==> src/rtl/packet_switch_dbg_pkg.sv <==
// Shared types and constants for the TX debug counter poller.
package packet_switch_dbg_pkg;

    typedef enum logic [1:0] {
        ST_IDLE   = 2'd0,
        ST_ISSUE  = 2'd1,
        ST_WAIT   = 2'd2,
        ST_UPDATE = 2'd3
    } poll_state_t;

    // Counter slots in the TX debug CSR block, in scan order.
    localparam int DMA2IWADJ_CH0  = 0;
    localparam int DMA2IWADJ_CH1  = 1;
    localparam int DMA2IWADJ_CH2  = 2;
    localparam int IWADJ2IARB_CH0 = 3;
    localparam int IWADJ2IARB_CH1 = 4;
    localparam int IWADJ2IARB_CH2 = 5;
    localparam int USER2IARB      = 6;
    localparam int IARB2HSSI      = 7;

endpackage

==> src/rtl/packet_switch_dbg_delta_track.sv <==
// Per-counter snapshot holder: last value, wrap-safe delta and stall detection.
module packet_switch_dbg_delta_track #(
    parameter int CNTR_WIDTH  = 32,
    parameter int STALL_SCANS = 4
) (
    input  logic                  clk,
    input  logic                  rst,
    input  logic                  upd,
    input  logic [CNTR_WIDTH-1:0] sample,
    output logic [CNTR_WIDTH-1:0] snap_cnt,
    output logic [CNTR_WIDTH-1:0] snap_delta,
    output logic                  stall_flag
);

    localparam int STALL_W = $clog2(STALL_SCANS + 1);
    localparam logic [STALL_W-1:0] STALL_MAX = STALL_W'(STALL_SCANS);

    logic [CNTR_WIDTH-1:0] delta_next;
    logic [STALL_W-1:0]    stall_cnt;
    logic [STALL_W-1:0]    stall_cnt_next;

    // Modular difference against the held snapshot and saturating zero-delta run length.
    always_comb begin
        delta_next     = sample - snap_cnt;
        stall_cnt_next = stall_cnt;
        if (delta_next != '0) begin
            stall_cnt_next = '0;
        end else if (stall_cnt != STALL_MAX) begin
            stall_cnt_next = stall_cnt + 1'b1;
        end
    end

    // Snapshot state only moves on the scan-complete strobe.
    always_ff @(posedge clk) begin
        if (rst) begin
            snap_cnt   <= '0;
            snap_delta <= '0;
            stall_cnt  <= '0;
            stall_flag <= 1'b0;
        end else if (upd) begin
            snap_cnt   <= sample;
            snap_delta <= delta_next;
            stall_cnt  <= stall_cnt_next;
            stall_flag <= (stall_cnt_next >= STALL_MAX);
        end
    end

endmodule

==> src/rtl/packet_switch_tx_dbg_cntr_poller.sv <==
// AVMM read initiator that periodically scans the TX debug counters and
// publishes a coherent snapshot, per-counter deltas and stall flags.
//
// state     | meaning
// ----------+-----------------------------------------------------------
// ST_IDLE   | no scan; waiting for period tick or start pulse
// ST_ISSUE  | one-cycle read strobe for counter idx
// ST_WAIT   | waiting for readdatavalid (bounded by the wait timer)
// ST_UPDATE | all shadows captured; commit snapshot next edge
module packet_switch_tx_dbg_cntr_poller
    import packet_switch_dbg_pkg::*;
#(
    parameter int          NUM_CNTR       = IARB2HSSI + 1,
    parameter int unsigned BASE_ADDR      = 0,
    parameter int unsigned ADDR_STRIDE    = 1,
    parameter int          ADDR_WIDTH     = 8,
    parameter int          DATA_WIDTH     = 32,
    parameter int          CNTR_WIDTH     = 32,
    parameter int          PERIOD_CYCLES  = 1024,
    parameter int          TIMEOUT_CYCLES = 64,
    parameter int          STALL_SCANS    = 4,
    localparam int         IDX_W          = $clog2(NUM_CNTR)
) (
    input  logic                                clk,
    input  logic                                rst,
    input  logic                                enable,
    input  logic                                start,
    input  logic                                err_clr,
    output logic [ADDR_WIDTH-1:0]               avmm_address,
    output logic                                avmm_read,
    output logic                                avmm_write,
    output logic [DATA_WIDTH-1:0]               avmm_writedata,
    output logic [DATA_WIDTH/8-1:0]             avmm_byteenable,
    input  logic [DATA_WIDTH-1:0]               avmm_readdata,
    input  logic                                avmm_readdatavalid,
    output logic [NUM_CNTR-1:0][CNTR_WIDTH-1:0] snap_cnt,
    output logic [NUM_CNTR-1:0][CNTR_WIDTH-1:0] snap_delta,
    output logic                                snap_valid,
    output logic [NUM_CNTR-1:0]                 stall_flag,
    output logic                                busy,
    output logic                                err_timeout,
    output logic [IDX_W-1:0]                    err_idx,
    output logic                                err_overrun
);

    localparam int PER_W = (PERIOD_CYCLES > 1) ? $clog2(PERIOD_CYCLES) : 1;
    localparam int TMO_W = (TIMEOUT_CYCLES > 1) ? $clog2(TIMEOUT_CYCLES) : 1;
    localparam logic [PER_W-1:0] PER_LAST = PER_W'(PERIOD_CYCLES - 1);
    localparam logic [TMO_W-1:0] TMO_LAST = TMO_W'(TIMEOUT_CYCLES - 1);
    localparam logic [IDX_W-1:0] IDX_LAST = IDX_W'(NUM_CNTR - 1);

    poll_state_t state;
    poll_state_t state_next;

    logic [PER_W-1:0]                    period_cnt;
    logic                                tick;
    logic [TMO_W-1:0]                    wait_cnt;
    logic                                timeout;
    logic                                rd_done;
    logic [IDX_W-1:0]                    idx;
    logic [NUM_CNTR-1:0][CNTR_WIDTH-1:0] shadow;
    logic                                upd;

    assign avmm_write      = 1'b0;
    assign avmm_writedata  = '0;
    assign avmm_byteenable = '1;

    assign tick    = enable && (period_cnt == PER_LAST);
    assign rd_done = (state == ST_WAIT) && avmm_readdatavalid;
    // Data arriving on the expiry cycle is still accepted.
    assign timeout = (state == ST_WAIT) && !avmm_readdatavalid && (wait_cnt == TMO_LAST);
    assign upd     = (state == ST_UPDATE);

    // Free-running scan period timer, parked at zero while auto-scan is off.
    always_ff @(posedge clk) begin
        if (rst || !enable || tick) begin
            period_cnt <= '0;
        end else begin
            period_cnt <= period_cnt + 1'b1;
        end
    end

    // State register.
    always_ff @(posedge clk) begin
        if (rst) begin
            state <= ST_IDLE;
        end else begin
            state <= state_next;
        end
    end

    // Next-state logic; a start or tick is only accepted from idle.
    always_comb begin
        state_next = state;
        case (state)
            ST_IDLE:   if (tick || start) state_next = ST_ISSUE;
            ST_ISSUE:  state_next = ST_WAIT;
            ST_WAIT: begin
                if (avmm_readdatavalid) begin
                    state_next = (idx == IDX_LAST) ? ST_UPDATE : ST_ISSUE;
                end else if (timeout) begin
                    state_next = ST_IDLE;
                end
            end
            ST_UPDATE: state_next = ST_IDLE;
            default:   state_next = ST_IDLE;
        endcase
    end

    // Bus-facing outputs; address is only driven alongside the read strobe.
    always_comb begin
        avmm_read    = 1'b0;
        avmm_address = '0;
        busy         = (state != ST_IDLE);
        if (state == ST_ISSUE) begin
            avmm_read    = 1'b1;
            avmm_address = ADDR_WIDTH'(BASE_ADDR + ADDR_STRIDE * 32'(idx));
        end
    end

    // Wait timer runs only while a read is outstanding.
    always_ff @(posedge clk) begin
        if (rst || state != ST_WAIT) begin
            wait_cnt <= '0;
        end else begin
            wait_cnt <= wait_cnt + 1'b1;
        end
    end

    // Counter index: restarts at zero every scan, advances on each accepted read.
    always_ff @(posedge clk) begin
        if (rst || state == ST_IDLE) begin
            idx <= '0;
        end else if (rd_done && idx != IDX_LAST) begin
            idx <= idx + 1'b1;
        end
    end

    // Shadow capture keeps a partially completed scan out of the published snapshot.
    always_ff @(posedge clk) begin
        if (rst) begin
            shadow <= '0;
        end else if (rd_done) begin
            shadow[idx] <= avmm_readdata[CNTR_WIDTH-1:0];
        end
    end

    // Snapshot-valid pulse lines up with the tracker outputs it announces.
    always_ff @(posedge clk) begin
        if (rst) begin
            snap_valid <= 1'b0;
        end else begin
            snap_valid <= upd;
        end
    end

    // Sticky error flags; a new event in the same cycle as err_clr keeps the flag set.
    always_ff @(posedge clk) begin
        if (rst) begin
            err_timeout <= 1'b0;
            err_idx     <= '0;
            err_overrun <= 1'b0;
        end else begin
            if (timeout) begin
                err_timeout <= 1'b1;
                err_idx     <= idx;
            end else if (err_clr) begin
                err_timeout <= 1'b0;
            end
            if (tick && busy) begin
                err_overrun <= 1'b1;
            end else if (err_clr) begin
                err_overrun <= 1'b0;
            end
        end
    end

    for (genvar g = 0; g < NUM_CNTR; g++) begin : g_track
        packet_switch_dbg_delta_track #(
            .CNTR_WIDTH  (CNTR_WIDTH),
            .STALL_SCANS (STALL_SCANS)
        ) u_track (
            .clk        (clk),
            .rst        (rst),
            .upd        (upd),
            .sample     (shadow[g]),
            .snap_cnt   (snap_cnt[g]),
            .snap_delta (snap_delta[g]),
            .stall_flag (stall_flag[g])
        );
    end

endmodule

==> config.mk <==
export PLATFORM = sky130hd
export DESIGN_NAME = packet_switch_tx_dbg_cntr_poller
export DESIGN_NICKNAME = d
export VERILOG_FILES = /design/src/rtl/packet_switch_dbg_pkg.sv /design/src/rtl/packet_switch_dbg_delta_track.sv /design/src/rtl/packet_switch_tx_dbg_cntr_poller.sv
export SDC_FILE = /design/constraint.sdc
export NUM_CORES = 2
export LEC_CHECK = 0
export CAP_MARGIN = 15
export CORE_AREA = 2 2 377 379
export CTS_BUF_LIST = sky130_fd_sc_hd__clkbuf_2
export CTS_CLUSTER_DIAMETER = 120
export CTS_CLUSTER_SIZE = 12
export DETAILED_ROUTE_END_ITERATION = 6
export DIE_AREA = 0 0 379 381
export GPL_TIMING_DRIVEN = 0
export SLEW_MARGIN = 10
export SYNTH_ARGS = -nofsm -noshare
export SYNTH_HDL_FRONTEND = slang
export SYNTH_HIERARCHICAL = 1
export SYNTH_SLANG_ARGS = --single-unit
==> constraint.sdc <==
create_clock -name clk -period 3.3 [get_ports clk]
set_input_delay 0.495 -clock clk [delete_from_list [all_inputs] [get_ports clk]]
set_output_delay 0.495 -clock clk [all_outputs]
set_load 0.005 [all_outputs]
==> metrics.md <==
| Metric | Value |
|---|---|
| Core region area | `0.1406 sq mm` |
| Fin util | `0.4418` |
| Synth top area share | `0.3365` |
| Max frequency | `273.2 MHz` |
| Final-stage net count | `7,020` |
| Tmin final | `3.661 ns` |
| Routed WL | `192,700 um` |
| GRT Total Usage | `0.2552` |
| Pwr per Cell Area | `255.5 mW/mm^2` |
| Post-Syn Area per Cell | `8.380 sq um` |
| Static leakage | `0.02577 uW` |
| Layout cells sized above 1 | `0.1634` |
| Register area share after synthesis | `0.3365` |
| I/O pins | `611` |
| Vias | `46,140` |
| Max IR drop VDD | `0.0002312 V` |
| Post-synth cell types | `120` |
| Hold WC Path Type | `input pin to register` |
| Post-synth top area cell | `dfxtp_1` |
| Yosys reg bits | `819` |
| Final Hold Fails | `0` |
| Clock Latency Late Sink | `1.49 ns` |
| Drt drc | `0` |
| PortBufs | `568` |
| Post-DP HPWL | `148,400 um` |
| Failing checks | `negative setup slack` |
| FF/Latch Area | `0.01673 sq mm` |
| CTS tree | `yes` |
| CP Buf/Inv Count | `1` |
| Status | `complete, but fails checks` |
| Die area | `0.1444 sq mm` |
| Tcrit/Tclk final | `1.109` |
| Final setup violation count | `13` |
| Commonest non-fill, non-tap cell in the layout | `dfxtp_1` |
| Grt ovf | `0` |
| DR pass1 iterations | `5` |
| Vias per inst | `5.359` |
| Top post-synthesis cells by area | `dfxtp_1 34%, mux2i_1 13%, ha_1 6.9%` |
| Delay-heaviest family, CP | `simple AND/OR/NAND/NOR gates` |
| Largest net degree at the start of global routing | `20` |
| Die width | `379 um` |
| Filler Cell Count | `14,070` |
| Ys Warns | `6` |
| Area Overhead vs Synth | `27.43%` |
| Async set or reset register ratio after synthesis | `0` |
| Number of synthesized flops with an enable pin | `0` |
| Post-Route Skew | `0.1243 ns` |
| Area taken by multi-input logic gates | `0.03175 sq mm` |
| CP endpoint kind | `register` |
| Slowest-stage cell, CP | `or4b_4` |
| Slew Limit Fails | `0` |
| First-pass GRT wire length | `279,600 um` |
| Initial antenna violation count | `19` |
| WL per Instance | `22.39 um` |
| Starting Density | `0.3467` |
| Tightest Pin Transition | `1.304 ns` |
| Clk sink count | `819` |
| Max Root-Sink Buffers | `3` |
| Commonest cells after routing, fill and taps aside | `653 x dfxtp_1, 633 x mux2i_1, 621 x nand2_1` |
| Cell count after synthesis | `5,815` |
| Max-Cap Viols | `0` |
| CP peak stage delay | `0.59 ns` |
| CP Cell Sequence | `inv_2 > ha_4 > fa_2 > nor2b_4 > o221a_4 > o2111ai_4 > a31o_1 > a222oi_1 > nand4bb_1 > or4b_4 > nor4_4 > nand4_1 > a21oi_2` |
| GPL Wtd Cong | `0.9143` |
| Post-Layout Inst Area | `0.06209 sq mm` |
| DP Area | `0.05734 sq mm` |
| Inst Count DP | `8,331` |
| Main flop type after synthesis | `dfxtp_1` |
| CTS Buf Count | `78` |
| Headroom to the max-slew limit | `0.1289` |
| RSZ-0062 raised after global routing | `yes` |
| Final worst slack | `-0.3607 ns` |
| Drt first-iter violations | `3,416` |
| Vias in the first global route | `43,730` |
| H-tree depth | `3` |
| Clock root buffer | `clkbuf_2` |
| Crit path max fanout | `3` |
| Crit Path Class | `register to register` |
| Core Rows | `138` |
| WP data required | `4.63 ns` |
| Die Y-Extent | `381 um` |
| Layout Cells excl Fill | `8,609` |
| Clock Pin Slew Worst Setup and Hold Paths | `0.26 ns` |
| Worst EP arrival | `4.99 ns` |
| CP Launch Type | `register` |
| Post-Syn Area | `0.04873 sq mm` |
| Post-route ant nets | `0` |
==> final timing paths <==
check               startpoint                         endpoint  slack, ns  cells after the start
max reg2reg         shadow[96]  g_track[3].u_track/stall_cnt[1]      -0.36                     13
max                 shadow[96]  g_track[3].u_track/stall_cnt[1]      -0.36                     13
min          avmm_readdata[26]                       shadow[58]       0.27                      3
min reg2reg        shadow[212]  g_track[6].u_track/snap_cnt[20]       0.43                      2
==> cells by family after synthesis <==
group | after synthesis | synth area share
other | 2 | 0.0001541
flip-flops | 819 | 0.3365
buffers and inverters | 689 | 0.06234
XOR/XNOR | 130 | 0.02337
AO/OA/AOI/OAI | 1233 | 0.1743
multiplexers | 636 | 0.1307
adder cells (fa/ha/maj) | 276 | 0.07210
AND/OR/NAND/NOR | 2030 | 0.2005
==> flip-flops by register name, summed over array words and instances, names as in the netlist, 3 cells and up <==
signal,flops
idx,3
wait_cnt,6
g_track.u_track/snap_cnt,256
g_track.u_track/stall_cnt,16
shadow,256
g_track.u_track/snap_delta,256
err_idx,3
g_track.u_track/stall_flag,8
period_cnt,10
==> synthesized netlist by cell type (23+ instances only) <==
cell	n
buf_2	38
xnor2_1	68
a21oi_1	366
a31oi_1	44
o21a_1	54
ha_1	268
nand2b_1	23
a211oi_1	74
inv_1	340
nand3_1	137
nor4_1	24
and2_1	24
nand2_1	645
xor2_1	62
nor2_1	627
dfxtp_1	819
or3_1	77
a21o_1	95
clkbuf_1	199
mux2i_1	633
and3_1	55
o211ai_1	48
nor2b_1	57
nand4_1	88
buf_4	55
nor3_1	98
or2_2	25
buf_1	31
o21ai_0	189
==> metal layers <==
layer	GRT usage	vias to the layer above	wire length (um)
li1	-	22320	-
met1	0.3378	22230	85320
met2	0.4149	1345	88270
met3	0.04727	237	12870
met4	0.08510	2	6257
met5	0	-	7
==> power by group <==
part           switching, uW  internal (uW)
registers               29.4           9910
logic                   1110            624
clock network           3540            655
total                   4680          11200
==> worst reg2reg max path, cell delays in order (launching register included) <==
cell and delay (ns):
dfxtp_2 0.41, inv_2 0.05, ha_4 0.16, fa_2 0.39
nor2b_4 0.14, o221a_4 0.22, o2111ai_4 0.13, a31o_1 0.27
a222oi_1 0.32, nand4bb_1 0.22, or4b_4 0.59, nor4_4 0.26
nand4_1 0.16, a21oi_2 0.15
==> cell type report <==
cell class,instances,area share
Clock inverter,5,0.0004232
Multi-Input combinational cell,4347,0.5113
Sequential cell,819,0.2694
Antenna cell,7,0.0002821
Timing Repair Buffer,804,0.1249
Inverter,342,0.02067
Tap cell,1890,0.03808
Buffer,314,0.02841
Clock buffer,81,0.006529
==> stage by stage <==
step	power, uW	worst slack [ns]	setup TNS (ns)	hold WS [ns]
after floorplan	10970	0.001076	0	0.4179
after global placement	11610	-2.634	-1212.53	0.4318
after detailed placement	11670	-0.6710	-12.68	0.4404
after CTS	16000	-0.2777	-1.711	0.01014
after global routing	16530	-0.5064	-4.059	0.1504
final	15860	-0.3607	-2.111	0.2679
==> timing repair <==
item                                    CTS  global route
setup buffers                           109            72
pin swaps                                99            97
hold endpoints to repair                481             0
gates resized for setup                 421           367
hold buffers                             36             0
cloned                                    0             1
endpoints found under the setup margin   56            29
Power figures use the tool's default switching activity.
